`src/rtl/vid_timing_pkg.sv`:
```
// Shared types and default 640x480 raster timing for the video stream source.
package vid_timing_pkg;

  typedef enum logic {IDLE, RUN} state_t;

  localparam int H_ACTIVE_DEF = 640;
  localparam int H_FP_DEF     = 16;
  localparam int H_SYNC_DEF   = 96;
  localparam int H_BP_DEF     = 48;
  localparam int V_ACTIVE_DEF = 480;
  localparam int V_FP_DEF     = 10;
  localparam int V_SYNC_DEF   = 2;
  localparam int V_BP_DEF     = 33;
  localparam bit SYNC_POL_DEF = 1'b1;

endpackage

```
`src/rtl/vid_timing_cnt.sv`:
```
// Horizontal/vertical raster counters with active/sync region decode.
module vid_timing_cnt
  import vid_timing_pkg::*;
#(
  parameter int H_ACTIVE = H_ACTIVE_DEF,
  parameter int H_FP     = H_FP_DEF,
  parameter int H_SYNC   = H_SYNC_DEF,
  parameter int H_BP     = H_BP_DEF,
  parameter int V_ACTIVE = V_ACTIVE_DEF,
  parameter int V_FP     = V_FP_DEF,
  parameter int V_SYNC   = V_SYNC_DEF,
  parameter int V_BP     = V_BP_DEF,
  localparam int H_TOTAL = H_ACTIVE + H_FP + H_SYNC + H_BP,
  localparam int V_TOTAL = V_ACTIVE + V_FP + V_SYNC + V_BP,
  localparam int HW      = $clog2(H_TOTAL),
  localparam int VW      = $clog2(V_TOTAL)
) (
  input  logic          clk,
  input  logic          rst,
  input  logic          run,
  input  logic          clear,
  output logic [HW-1:0] h_cnt,
  output logic [VW-1:0] v_cnt,
  output logic          active,
  output logic          hs_reg,
  output logic          vs_reg,
  output logic          last_pix
);

  localparam logic [HW-1:0] H_LAST = HW'(H_TOTAL - 1);
  localparam logic [HW-1:0] H_ACT  = HW'(H_ACTIVE);
  localparam logic [HW-1:0] HS_BEG = HW'(H_ACTIVE + H_FP);
  localparam logic [HW-1:0] HS_END = HW'(H_ACTIVE + H_FP + H_SYNC);
  localparam logic [VW-1:0] V_LAST = VW'(V_TOTAL - 1);
  localparam logic [VW-1:0] V_ACT  = VW'(V_ACTIVE);
  localparam logic [VW-1:0] VS_BEG = VW'(V_ACTIVE + V_FP);
  localparam logic [VW-1:0] VS_END = VW'(V_ACTIVE + V_FP + V_SYNC);

  logic [HW-1:0] r_h_cnt;
  logic [VW-1:0] r_v_cnt;

  always_ff @(posedge clk) begin
    if (rst || clear) begin
      r_h_cnt <= '0;
      r_v_cnt <= '0;
    end else if (run) begin
      if (r_h_cnt == H_LAST) begin
        r_h_cnt <= '0;
        r_v_cnt <= (r_v_cnt == V_LAST) ? '0 : r_v_cnt + VW'(1);
      end else begin
        r_h_cnt <= r_h_cnt + HW'(1);
      end
    end
  end

  assign h_cnt    = r_h_cnt;
  assign v_cnt    = r_v_cnt;
  assign active   = (r_h_cnt < H_ACT) && (r_v_cnt < V_ACT);
  assign hs_reg   = (r_h_cnt >= HS_BEG) && (r_h_cnt < HS_END);
  assign vs_reg   = (r_v_cnt >= VS_BEG) && (r_v_cnt < VS_END);
  assign last_pix = (r_h_cnt == H_LAST) && (r_v_cnt == V_LAST);

endmodule

```
`src/rtl/vid_stream_gen.sv`:
```
// Raster-timed pixel source: pulls 8-bit pixels from a FIFO and emits y/de/hs/vs.
// state | meaning
// IDLE  | counters cleared, no pixels pulled, syncs at inactive level
// RUN   | raster advancing; leaves only at the last pixel of a frame with en low
module vid_stream_gen
  import vid_timing_pkg::*;
#(
  parameter int H_ACTIVE = H_ACTIVE_DEF,
  parameter int H_FP     = H_FP_DEF,
  parameter int H_SYNC   = H_SYNC_DEF,
  parameter int H_BP     = H_BP_DEF,
  parameter int V_ACTIVE = V_ACTIVE_DEF,
  parameter int V_FP     = V_FP_DEF,
  parameter int V_SYNC   = V_SYNC_DEF,
  parameter int V_BP     = V_BP_DEF,
  parameter bit SYNC_POL = SYNC_POL_DEF
) (
  input  logic       clk,
  input  logic       rst,
  input  logic       en,
  input  logic [7:0] pix_data,
  input  logic       pix_valid,
  output logic       pix_ready,
  output logic [7:0] out_y,
  output logic       out_de,
  output logic       out_hs,
  output logic       out_vs,
  output logic       frame_start,
  output logic       underflow,
  output logic       underflow_err
);

  localparam int HW = $clog2(H_ACTIVE + H_FP + H_SYNC + H_BP);
  localparam int VW = $clog2(V_ACTIVE + V_FP + V_SYNC + V_BP);

  state_t        r_state, w_state_nxt;
  logic [HW-1:0] w_h_cnt;
  logic [VW-1:0] w_v_cnt;
  logic          w_active, w_hs_reg, w_vs_reg, w_last_pix;
  logic          w_run, w_take;
  logic [7:0]    r_y;
  logic          r_de, r_hs, r_vs, r_fs, r_uf, r_uf_err;

  vid_timing_cnt #(
    .H_ACTIVE (H_ACTIVE), .H_FP (H_FP), .H_SYNC (H_SYNC), .H_BP (H_BP),
    .V_ACTIVE (V_ACTIVE), .V_FP (V_FP), .V_SYNC (V_SYNC), .V_BP (V_BP)
  ) u_cnt (
    .clk      (clk),
    .rst      (rst),
    .run      (w_run),
    .clear    (r_state == IDLE),
    .h_cnt    (w_h_cnt),
    .v_cnt    (w_v_cnt),
    .active   (w_active),
    .hs_reg   (w_hs_reg),
    .vs_reg   (w_vs_reg),
    .last_pix (w_last_pix)
  );

  always_ff @(posedge clk) begin
    if (rst) r_state <= IDLE;
    else     r_state <= w_state_nxt;
  end

  always_comb begin
    w_state_nxt = r_state;
    case (r_state)
      IDLE:    if (en) w_state_nxt = RUN;
      RUN:     if (w_last_pix && !en) w_state_nxt = IDLE;
      default: w_state_nxt = IDLE;
    endcase
  end

  assign w_run     = (r_state == RUN);
  assign w_take    = w_run && w_active;
  assign pix_ready = w_take;

  always_ff @(posedge clk) begin
    if (rst) begin
      r_y      <= 8'h00;
      r_de     <= 1'b0;
      r_hs     <= ~SYNC_POL;
      r_vs     <= ~SYNC_POL;
      r_fs     <= 1'b0;
      r_uf     <= 1'b0;
      r_uf_err <= 1'b0;
    end else begin
      r_de <= w_take;
      r_hs <= (w_run && w_hs_reg) ? SYNC_POL : ~SYNC_POL;
      r_vs <= (w_run && w_vs_reg) ? SYNC_POL : ~SYNC_POL;
      r_fs <= w_run && (w_h_cnt == '0) && (w_v_cnt == '0);
      r_uf <= w_take && !pix_valid;
      // Missing data becomes a black pixel; the raster is never stalled.
      if (w_take) r_y <= pix_valid ? pix_data : 8'h00;
      if (w_take && !pix_valid) r_uf_err <= 1'b1;
    end
  end

  assign out_y         = r_y;
  assign out_de        = r_de;
  assign out_hs        = r_hs;
  assign out_vs        = r_vs;
  assign frame_start   = r_fs;
  assign underflow     = r_uf;
  assign underflow_err = r_uf_err;

endmodule

```
`config.mk`:
```
export PLATFORM = sky130hd
export DESIGN_NAME = vid_stream_gen
export DESIGN_NICKNAME = d
export VERILOG_FILES = /design/src/rtl/vid_timing_pkg.sv /design/src/rtl/vid_timing_cnt.sv /design/src/rtl/vid_stream_gen.sv
export SDC_FILE = /design/constraint.sdc
export NUM_CORES = 1
export LEC_CHECK = 0
export BUFFER_PORTS_ARGS = -buffer_cell sky130_fd_sc_hd__clkbuf_2
export CORE_ASPECT_RATIO = 0.75
export CORE_MARGIN = 2
export CORE_UTILIZATION = 40
export CTS_BUF_LIST = sky130_fd_sc_hd__clkbuf_4 sky130_fd_sc_hd__clkbuf_8 sky130_fd_sc_hd__clkbuf_16
export DETAILED_ROUTE_END_ITERATION = 10
export GPL_TIMING_DRIVEN = 0
export SYNTH_ARGS = -nofsm -noshare
export SYNTH_HDL_FRONTEND = slang
export SYNTH_HIERARCHICAL = 1
export SYNTH_SLANG_ARGS = --single-unit
```
`constraint.sdc`:
```
create_clock -name clk -period 2 [get_ports clk]
set_input_delay 0.6 -clock clk [delete_from_list [all_inputs] [get_ports clk]]
set_output_delay 0.6 -clock clk [all_outputs]
set_load 0.05 [all_outputs]
```
* Yosys cells after proc, flatten, opt, wreduce, memory -nomap -nowiden
Index checks and enable logic that the tools add are counted.
** Storage, ports and cells
- Logic and storage cells :: 46
- Output and inout bits :: 15
- Flip-flop bits (word level) :: 35
** Cells by class
- Reductions and logical operators :: 17
- Order comparisons :: 6
- Add/sub/neg operators :: 2
- Multiplexer cells :: 8
- Eq/ne operators :: 2
- Bitwise gates (word level) :: 1
** Operators with widths (count)
- adder 10 x 1 -> 10 bit (second input constant) :: 2
- equality test 10 bit (second input constant) :: 2
- logical NOT 10 bit :: 2
- less-than comparator 10 bit (second input constant) :: 2
- less-than comparator 10 x 9 -> 1 bit (second input constant) :: 2
- two-way mux 10 bit :: 2
- logical AND 1 bit :: 11
- >= comparator 10 bit (second input constant) :: 1
- >= comparator 10 x 9 -> 1 bit (second input constant) :: 1
- two-way mux 8 bit :: 1
- two-way mux 1 bit :: 4
- logical NOT 1 bit :: 2
- one-hot mux 1 bit (2 select lines) :: 1
- AND reduction 2 bit :: 1
- logical OR 1 bit :: 1
- NOT 1 bit :: 1

* Longest topological paths before layout
Gate-level depths: netlist (run 1).
- Word-level depth :: 5
- Gate-level depth with buffers :: 8
- Gate-level depth less buffers :: 8

* Modules after synthesis
Netlist (run 1), hierarchy kept.
** Modules (own cells, without submodules)
- vid_timing_cnt :: instances 1, area each 1027.2 um2, cells an instance 122
- vid_stream_gen :: instances 1, area each 595.6 um2, cells an instance 65

* Worst setup path after synthesis (run 1)
Ideal clock, no wire load.
- Kind :: register -> register
- Start :: reg u_cnt.r_h_cnt[0], in the netlist u_cnt/h_cnt[0]
- End :: reg u_cnt.r_v_cnt[8], in the netlist u_cnt/v_cnt[8]
- Data required time :: 1.928 ns
- Library setup time :: 0.072 ns
- Slack :: 0.062 ns
- Stages on the path, launching flop included :: 7
- Arrival time :: 1.866 ns
- Buffers on the path :: 1
- Cells stage by stage :: dfxtp_1 > ha_1 > nand4_1 > or4_4 > buf_6 > or4_1 > a21oi_1
** On the way
- Cells in the longest elaborated chain, start to end :: 2
** RTL lines
- start: declaration :: RTL line vid_timing_cnt.sv:39 : logic [HW-1:0] r_h_cnt;
- start signal: assignment :: RTL line vid_timing_cnt.sv:51 : r_h_cnt <= r_h_cnt + HW'(1);
- equality test 10 bit :: RTL line vid_timing_cnt.sv:47 : if (r_h_cnt == H_LAST) begin
- AND reduction 2 bit (no line)
- end signal: assignment :: RTL line vid_timing_cnt.sv:49 : r_v_cnt <= (r_v_cnt == V_LAST) ? '0 : r_v_cnt + VW'(1);
- end: declaration :: RTL line vid_timing_cnt.sv:40 : logic [VW-1:0] r_v_cnt;
Every way passes these cells.
A chain may end at the register's enable or synchronous reset.

* Worst setup path after layout (run 1)
- Start :: reg u_cnt.r_v_cnt[5], in the netlist u_cnt/v_cnt[5]
- End :: out pix_ready
** On the way
- Cells in the longest elaborated chain, start to end :: 3
** RTL lines
- less-than comparator 10 x 9 -> 1 bit :: RTL line vid_timing_cnt.sv:58 : assign active = (r_h_cnt < H_ACT) && (r_v_cnt < V_ACT);
- logical AND 1 bit :: RTL line vid_timing_cnt.sv:58
- via w_active :: RTL line vid_stream_gen.sv:39 : logic w_active, w_hs_reg, w_vs_reg, w_last_pix;
- logical AND 1 bit :: RTL line vid_stream_gen.sv:75 : assign w_take = w_run && w_active;
- end: declaration :: RTL line vid_stream_gen.sv:23 : output logic pix_ready,
The timed path passes the listed nets, and every way through them passes these cells.

==> results of run 1 <==
synth_stat cells:
cell,n
dfxtp_1,35
nand2_1,18
nor2_1,18
a21oi_1,17
nand4_1,16
inv_1,9
nor4_1,9
o21ai_0,6
nand3_1,5
xnor2_1,5
xor2_1,5
buf_6,4
ha_1,4
or3_1,4
and2_1,3
nand3b_1,3
o31ai_1,3
and3_1,2
and4_1,2
nor2b_1,2
or4_1,2
a21boi_0,1
buf_2,1
clkbuf_1,1
clkbuf_8,1
mux2i_1,1
nand2_4,1
nor3_1,1
nor3_2,1
nor3b_1,1
nor4b_1,1
o21ai_1,1
o21ba_2,1
or2_4,1
or4_4,1
or4b_2,1
power by group:
part	internal (W)	leakage [nW]	switching (W)
Sequential	0.000700	0.292	0.0000105
Combinational	0.0000486	0.415	0.0000854
Clock	0.000403	0.0612	0.000250
Total	0.00115	0.768	0.000346
area by class of cell:
type | instances | area, µm²
clock inverters | 2 | 35.0
plain buffers | 5 | 46.3
repair buffers | 37 | 225
clock buffers | 6 | 82.6
inverters | 9 | 36.3
fillers | 385 | 1880
flip-flops and latches | 35 | 734
well taps | 55 | 68.8
multi-input cells | 136 | 866
registers in the layout, summed over array words and instances (netlist names):
signal / flops
underflow: 1
frame_start: 1
out_vs: 1
out_y: 8
out_de: 1
u_cnt/v_cnt: 10
underflow_err: 1
out_hs: 1
r_state: 1
u_cnt/h_cnt: 10
timing repair:
item	4_1_cts	5_1_grt
endpoints found under the setup margin	19	18
pin swaps	2	5
resized for setup	18	18
hold buffers	0	0
setup buffers	3	9
worst max-delay path, delay by kind of cell, from the launching register on:
family | cells | cell delay [ps]
buffers and inverters | 3 | 330
DFF | 1 | 370
and+or+nand+nor | 4 | 390
routing by layer:
layer / vias up / global-route usage / wire length (µm)
met4: 0 / 0.0612 / 43
met3: 5 / 0.0473 / 174
met1: 656 / 0.238 / 1920
li1: 753 / - / -
met2: 31 / 0.221 / 1390
met5: - / 0 / 0
final timing paths:
| check | to | slack, ps | cells after the start |
|---|---|---|---|
| worst max-delay path | pix_ready | 30 | 7 |
| worst min-delay path | out_y[1] | 450 | 2 |
| worst max register to register | u_cnt/v_cnt[8] | 60 | 4 |
| worst min register to register | out_y[1] | 450 | 2 |
kinds of logic (layout without fill, tap and decap cells):
family | after synthesis | in the layout
simple gates | 92 | 92
flops | 35 | 35
compound gates | 29 | 29
buf+inv | 16 | 59
xor+xnor | 10 | 10
fa+ha+maj | 4 | 4
mux | 1 | 1
through the flow:
step,util,TNS [ps],worst slack (ps),hold WS (ps),cells
global route,0.526,-44.3,-36.8,473,285
CTS,0.501,-134,-134,453,278
global placement,0.457,-2630,-173,441,267
floorplan,-,0,62.1,478,187
finish,0.526,0,33.6,454,285
detailed placement,0.457,-2680,-177,445,267
==> results.json, run 1 <==
{
  "tightestPinTransition_ps": 420,
  "clkTransAtPathRegs_ps": 80,
  "status": "finished clean",
  "critPathKind": "flop to primary output",
  "gp_congestion": 0.771,
  "port-buffer-count": 25,
  "via_per_inst": 5.07,
  "design_area_um2": 2090,
  "period_share": 0.983,
  "area_growth_pct": 29.1,
  "grt_setup_unrepaired": "true",
  "worstSetupEndpointType": "primary output",
  "grt-ovfl-total": 0,
  "synth-compound-area-share": 0.0987,
  "synth_mux_area_frac": 0.00617,
  "crit_arrival_ps": 1370,
  "ios": 27,
  "startpoint": "u_cnt/v_cnt[5]",
  "dp_hpwl_um": 2430,
  "grt_max_degree": 12,
  "routed_wl_um": 3520,
  "die-height_um": 59.2,
  "layout_common_cells": "25 x clkbuf_2, 22 x dfxtp_1, 17 x nand2_1, 17 x a21oi_1, 17 x nor2_1",
  "diodes": 0,
  "place_area_um2": 1820,
  "initial_utilization": 0.408,
  "synth_top_area_cell": "dfxtp_1",
  "cpPeakStageDelay_ps": 370,
  "synthAdderAreaFrac": 0.0308,
  "final_common_cell": "clkbuf_2",
  "slew_violations": 0,
  "drtIter0Drc": 80,
  "synth_top_family_by_area": "simple AND/OR/NAND/NOR gates",
  "drc_errors": 0,
  "hp-class": "flop to flop",
  "cap_violations": 0,
  "finalSetupViolCount": 0,
  "synth_area_um2": 1620,
  "setup.worst_path.start_class": "flop",
  "antenna_found_initial": 0,
  "maxSlewHeadroom": 0.720,
  "synthCells": 187,
  "track_usage": 0.162,
  "drtPass1Iterations": 4,
  "grt_pass1_wl_um": 5740,
  "syn-num-nets": 203,
  "wl_per_cell_um": 12.4,
  "clk_latency_ps": 290,
  "power_density_nw_per_um2": 715,
  "drive_gt1_frac": 0.335,
  "core_um2": 3980,
  "synthSimpleGateAreaFrac": 0.316,
  "yosysSeqAreaShare": 0.432,
  "crit_path_max_fanout": 8,
  "h-tree-depth": 2,
  "cp_slowest_cell": "dfxtp_4",
  "fmax_mhz": 509,
  "path_cells": "nand4_1 > nand2_1 > nor2_2 > buf_6 > nand2_8 > inv_4 > buf_8",
  "power.leakage_nw": 0.768,
  "hold_viol": 0,
  "ir_worst_vdd_v": 0.000362,
  "fin_nets": 245,
  "p_total_w": 0.00150,
  "rows": 20,
  "clock-sinks": 35,
  "r2r-start": "u_cnt/h_cnt[5]",
  "ys_warn_count": 6,
  "fin_crit_ps": 1970,
  "skew_ps": 8.73,
  "syn_area_per_cell_um2": 8.68,
  "grt_pass1_vias": 1183,
  "root_buffer": "clkbuf_8",
  "synthTopCellsByArea": "dfxtp_1 43%, nand4_1 6.2%, a21oi_1 5.2%, nand2_1 4.2%, nor2_1 4.2%",
  "cp.required_ps": 1400,
  "cts_tree": "done",
  "final_antenna_net_count": 0,
  "synth_top_area_share": 0.432,
  "clock_path_buffers": 2,
  "cts_buffers": 5,
  "synth_xor_area_frac": 0.0540,
  "vias": 1445,
  "synthDistinctLibCells": 36,
  "min-delay-start": "out_y[1]",
  "die_w_um": 77.6,
  "die-area_um2": 4590,
  "ys_ff_latch": 35
}
No activity file was read; power rests on OpenSTA's default activity.
==> inputs of run 2 (changes only) <==
--- a/config.mk
+++ b/config.mk
@@ -5,6 +5,7 @@
 export SDC_FILE = /design/constraint.sdc
 export NUM_CORES = 1
 export LEC_CHECK = 0
+export ABC_CLOCK_PERIOD_IN_PS = 2000
 export BUFFER_PORTS_ARGS = -buffer_cell sky130_fd_sc_hd__clkbuf_2
 export CORE_ASPECT_RATIO = 0.75
 export CORE_MARGIN = 2
@@ -12,6 +13,7 @@
 export CTS_BUF_LIST = sky130_fd_sc_hd__clkbuf_4 sky130_fd_sc_hd__clkbuf_8 sky130_fd_sc_hd__clkbuf_16
 export DETAILED_ROUTE_END_ITERATION = 10
 export GPL_TIMING_DRIVEN = 0
+export REMOVE_ABC_BUFFERS = 1
 export SYNTH_ARGS = -nofsm -noshare
 export SYNTH_HDL_FRONTEND = slang
 export SYNTH_HIERARCHICAL = 1
==> run 2 against run 1 <==
Against the previous run:
- non-clock buffer count shrank 5
- via count decreased by 0.76%
- flip-flop and latch count unchanged
- setup slack got worse by 12 ps
- critical path type is now flop to flop
- final area is 3.1% lower
- die area did not move
- clock-buffer cell count fell by 1
- register-to-register slack got worse by 40 ps
==> results.json, run 2 (synthesis gave the netlist of run 1 again) <==
{
  "fin_crit_ps": 1980,
  "power_density_nw_per_um2": 784,
  "startpoint": "u_cnt/h_cnt[5]",
  "gp_congestion": 0.788,
  "cap_violations": 0,
  "fin_nets": 240,
  "port-buffer-count": 26,
  "switching_power_w": 0.000354,
  "period_share": 0.989,
  "critPathKind": "flop to flop",
  "drc_errors": 0,
  "track_usage": 0.162,
  "die_w_um": 77.6,
  "cts_buffers": 5,
  "initial_utilization": 0.408,
  "fmax_mhz": 506,
  "via_per_inst": 5.12,
  "postCtsHoldBufs": 0,
  "swShare": 0.222,
  "hold_viol": 0,
  "layout_common_cells": "25 x clkbuf_2, 23 x dfxtp_1, 18 x nand2_1",
  "drtIter0Drc": 103,
  "clock-sinks": 35,
  "h-tree-depth": 2,
  "rrSetupSlack_ps": 20,
  "area_growth_pct": 25.1,
  "diodes": 0,
  "p_total_w": 0.00159,
  "setup.worst_path.start_class": "flop",
  "finalSetupViolCount": 0,
  "p_seq_frac": 0.451,
  "die-height_um": 59.2,
  "r2r-start": "u_cnt/h_cnt[5]",
  "p_int_w": 0.00124,
  "slew_violations": 0,
  "maxSlewHeadroom": 0.642,
  "r2r_cells": 4,
  "cts_tree": "done",
  "path_cells": "or2_4 > nor4_1 > or4b_2 > a21oi_1",
  "die-area_um2": 4590,
  "rows": 20,
  "crit_arrival_ps": 2200,
  "fin_cells": 280,
  "skew_ps": 3.10,
  "wl_per_cell_um": 12.4,
  "clkTransAtPathRegs_ps": 70,
  "root_buffer": "clkbuf_8",
  "final_core_util": 0.510,
  "min-delay-start": "out_y[1]",
  "ios": 27,
  "vias": 1434,
  "grt_setup_unrepaired": "true",
  "power.leakage_nw": 0.740,
  "grt_max_degree": 19,
  "grt_pass1_vias": 1274,
  "grt_pass1_wl_um": 5820,
  "drtPass1Iterations": 4,
  "final_antenna_net_count": 0,
  "worstSetupEndpointType": "flop",
  "drive_gt1_frac": 0.302,
  "tightestPinTransition_ps": 532,
  "dpl.cell_count": 261,
  "clkPwrFrac": 0.478,
  "final_common_cell": "clkbuf_2",
  "dp_hpwl_um": 2270,
  "status": "finished clean",
  "antenna_found_initial": 0,
  "ir_worst_vdd_v": 0.000423,
  "clk_latency_ps": 280,
  "grt-ovfl-total": 0,
  "cp.required_ps": 2220,
  "cp_slowest_cell": "or4b_2",
  "r2r-end": "u_cnt/v_cnt[4]",
  "critPathCapture": "u_cnt/v_cnt[4]",
  "crit_path_max_fanout": 6,
  "p_comb_frac": 0.070,
  "routed_wl_um": 3460,
  "cpPeakStageDelay_ps": 640,
  "core_um2": 3980,
  "clock_path_buffers": 2,
  "hold_slack_ps": 453,
  "hp-class": "flop to flop"
}
run 2: power groups by stage:
stage	combinational, W	clock (W)	sequential, W
6_report	0.000112	0.000761	0.000718
5_1_grt	0.000120	0.000808	0.000721
4_1_cts	0.000112	0.000776	0.000720
3_5_place_dp	0.000105	0	0.000738
3_3_place_gp	0.000105	0	0.000738
2_1_floorplan	0.0000341	0	0.000771
run 2: worst min-delay path by stage:
stage,end,slack [ps],cells past startpoint
after floorplan,u_cnt/v_cnt[8],480,2
after global placement,out_y[7],440,2
after detailed placement,out_y[0],450,2
after CTS,out_y[0],460,2
after global routing,out_y[6],480,2
final,out_y[1],450,2
run 2: critical path, delay by kind of cell, from the launching register on:
| kind | cells | cell delay, ps |
|---|---|---|
| AND/OR/NAND/NOR | 3 | 1410 |
| flip-flops | 1 | 350 |
| AO/OA/AOI/OAI | 1 | 150 |
run 2: timing repair:
action / in CTS / in global routing
gates resized for setup: 17 / 8
pin swaps: 4 / 2
endpoints found under the setup margin: 19 / 10
setup buffers: 10 / 1
run 2: routing by layer:
metal | GRT usage | share of wire
met4 | 0.0612 | 0.012
met3 | 0.0473 | 0.052
met5 | 0 | 0
met1 | 0.228 | 0.53
met2 | 0.235 | 0.40
run 2: layout make-up:
type	instances	area, µm²
clock buffer	5	68.8
tap	55	68.8
clock inverter	3	67.6
timing repair buffer	37	225
fill	393	1950
sequential	35	723
inverter	9	33.8
multi-input combinational	136	842
run 2: stage by stage:
| step | cell area [µm²] | setup TNS [ps] | setup WS, ps |
|---|---|---|---|
| 2_1_floorplan | 1560 | -128 | -58.9 |
| 3_3_place_gp | 1750 | -4510 | -415 |
| 3_5_place_dp | 1750 | -4270 | -408 |
| 4_1_cts | 2000 | 0 | 2.34 |
| 5_1_grt | 2030 | -43.0 | -43.0 |
| 6_report | 2030 | 0 | 22.1 |
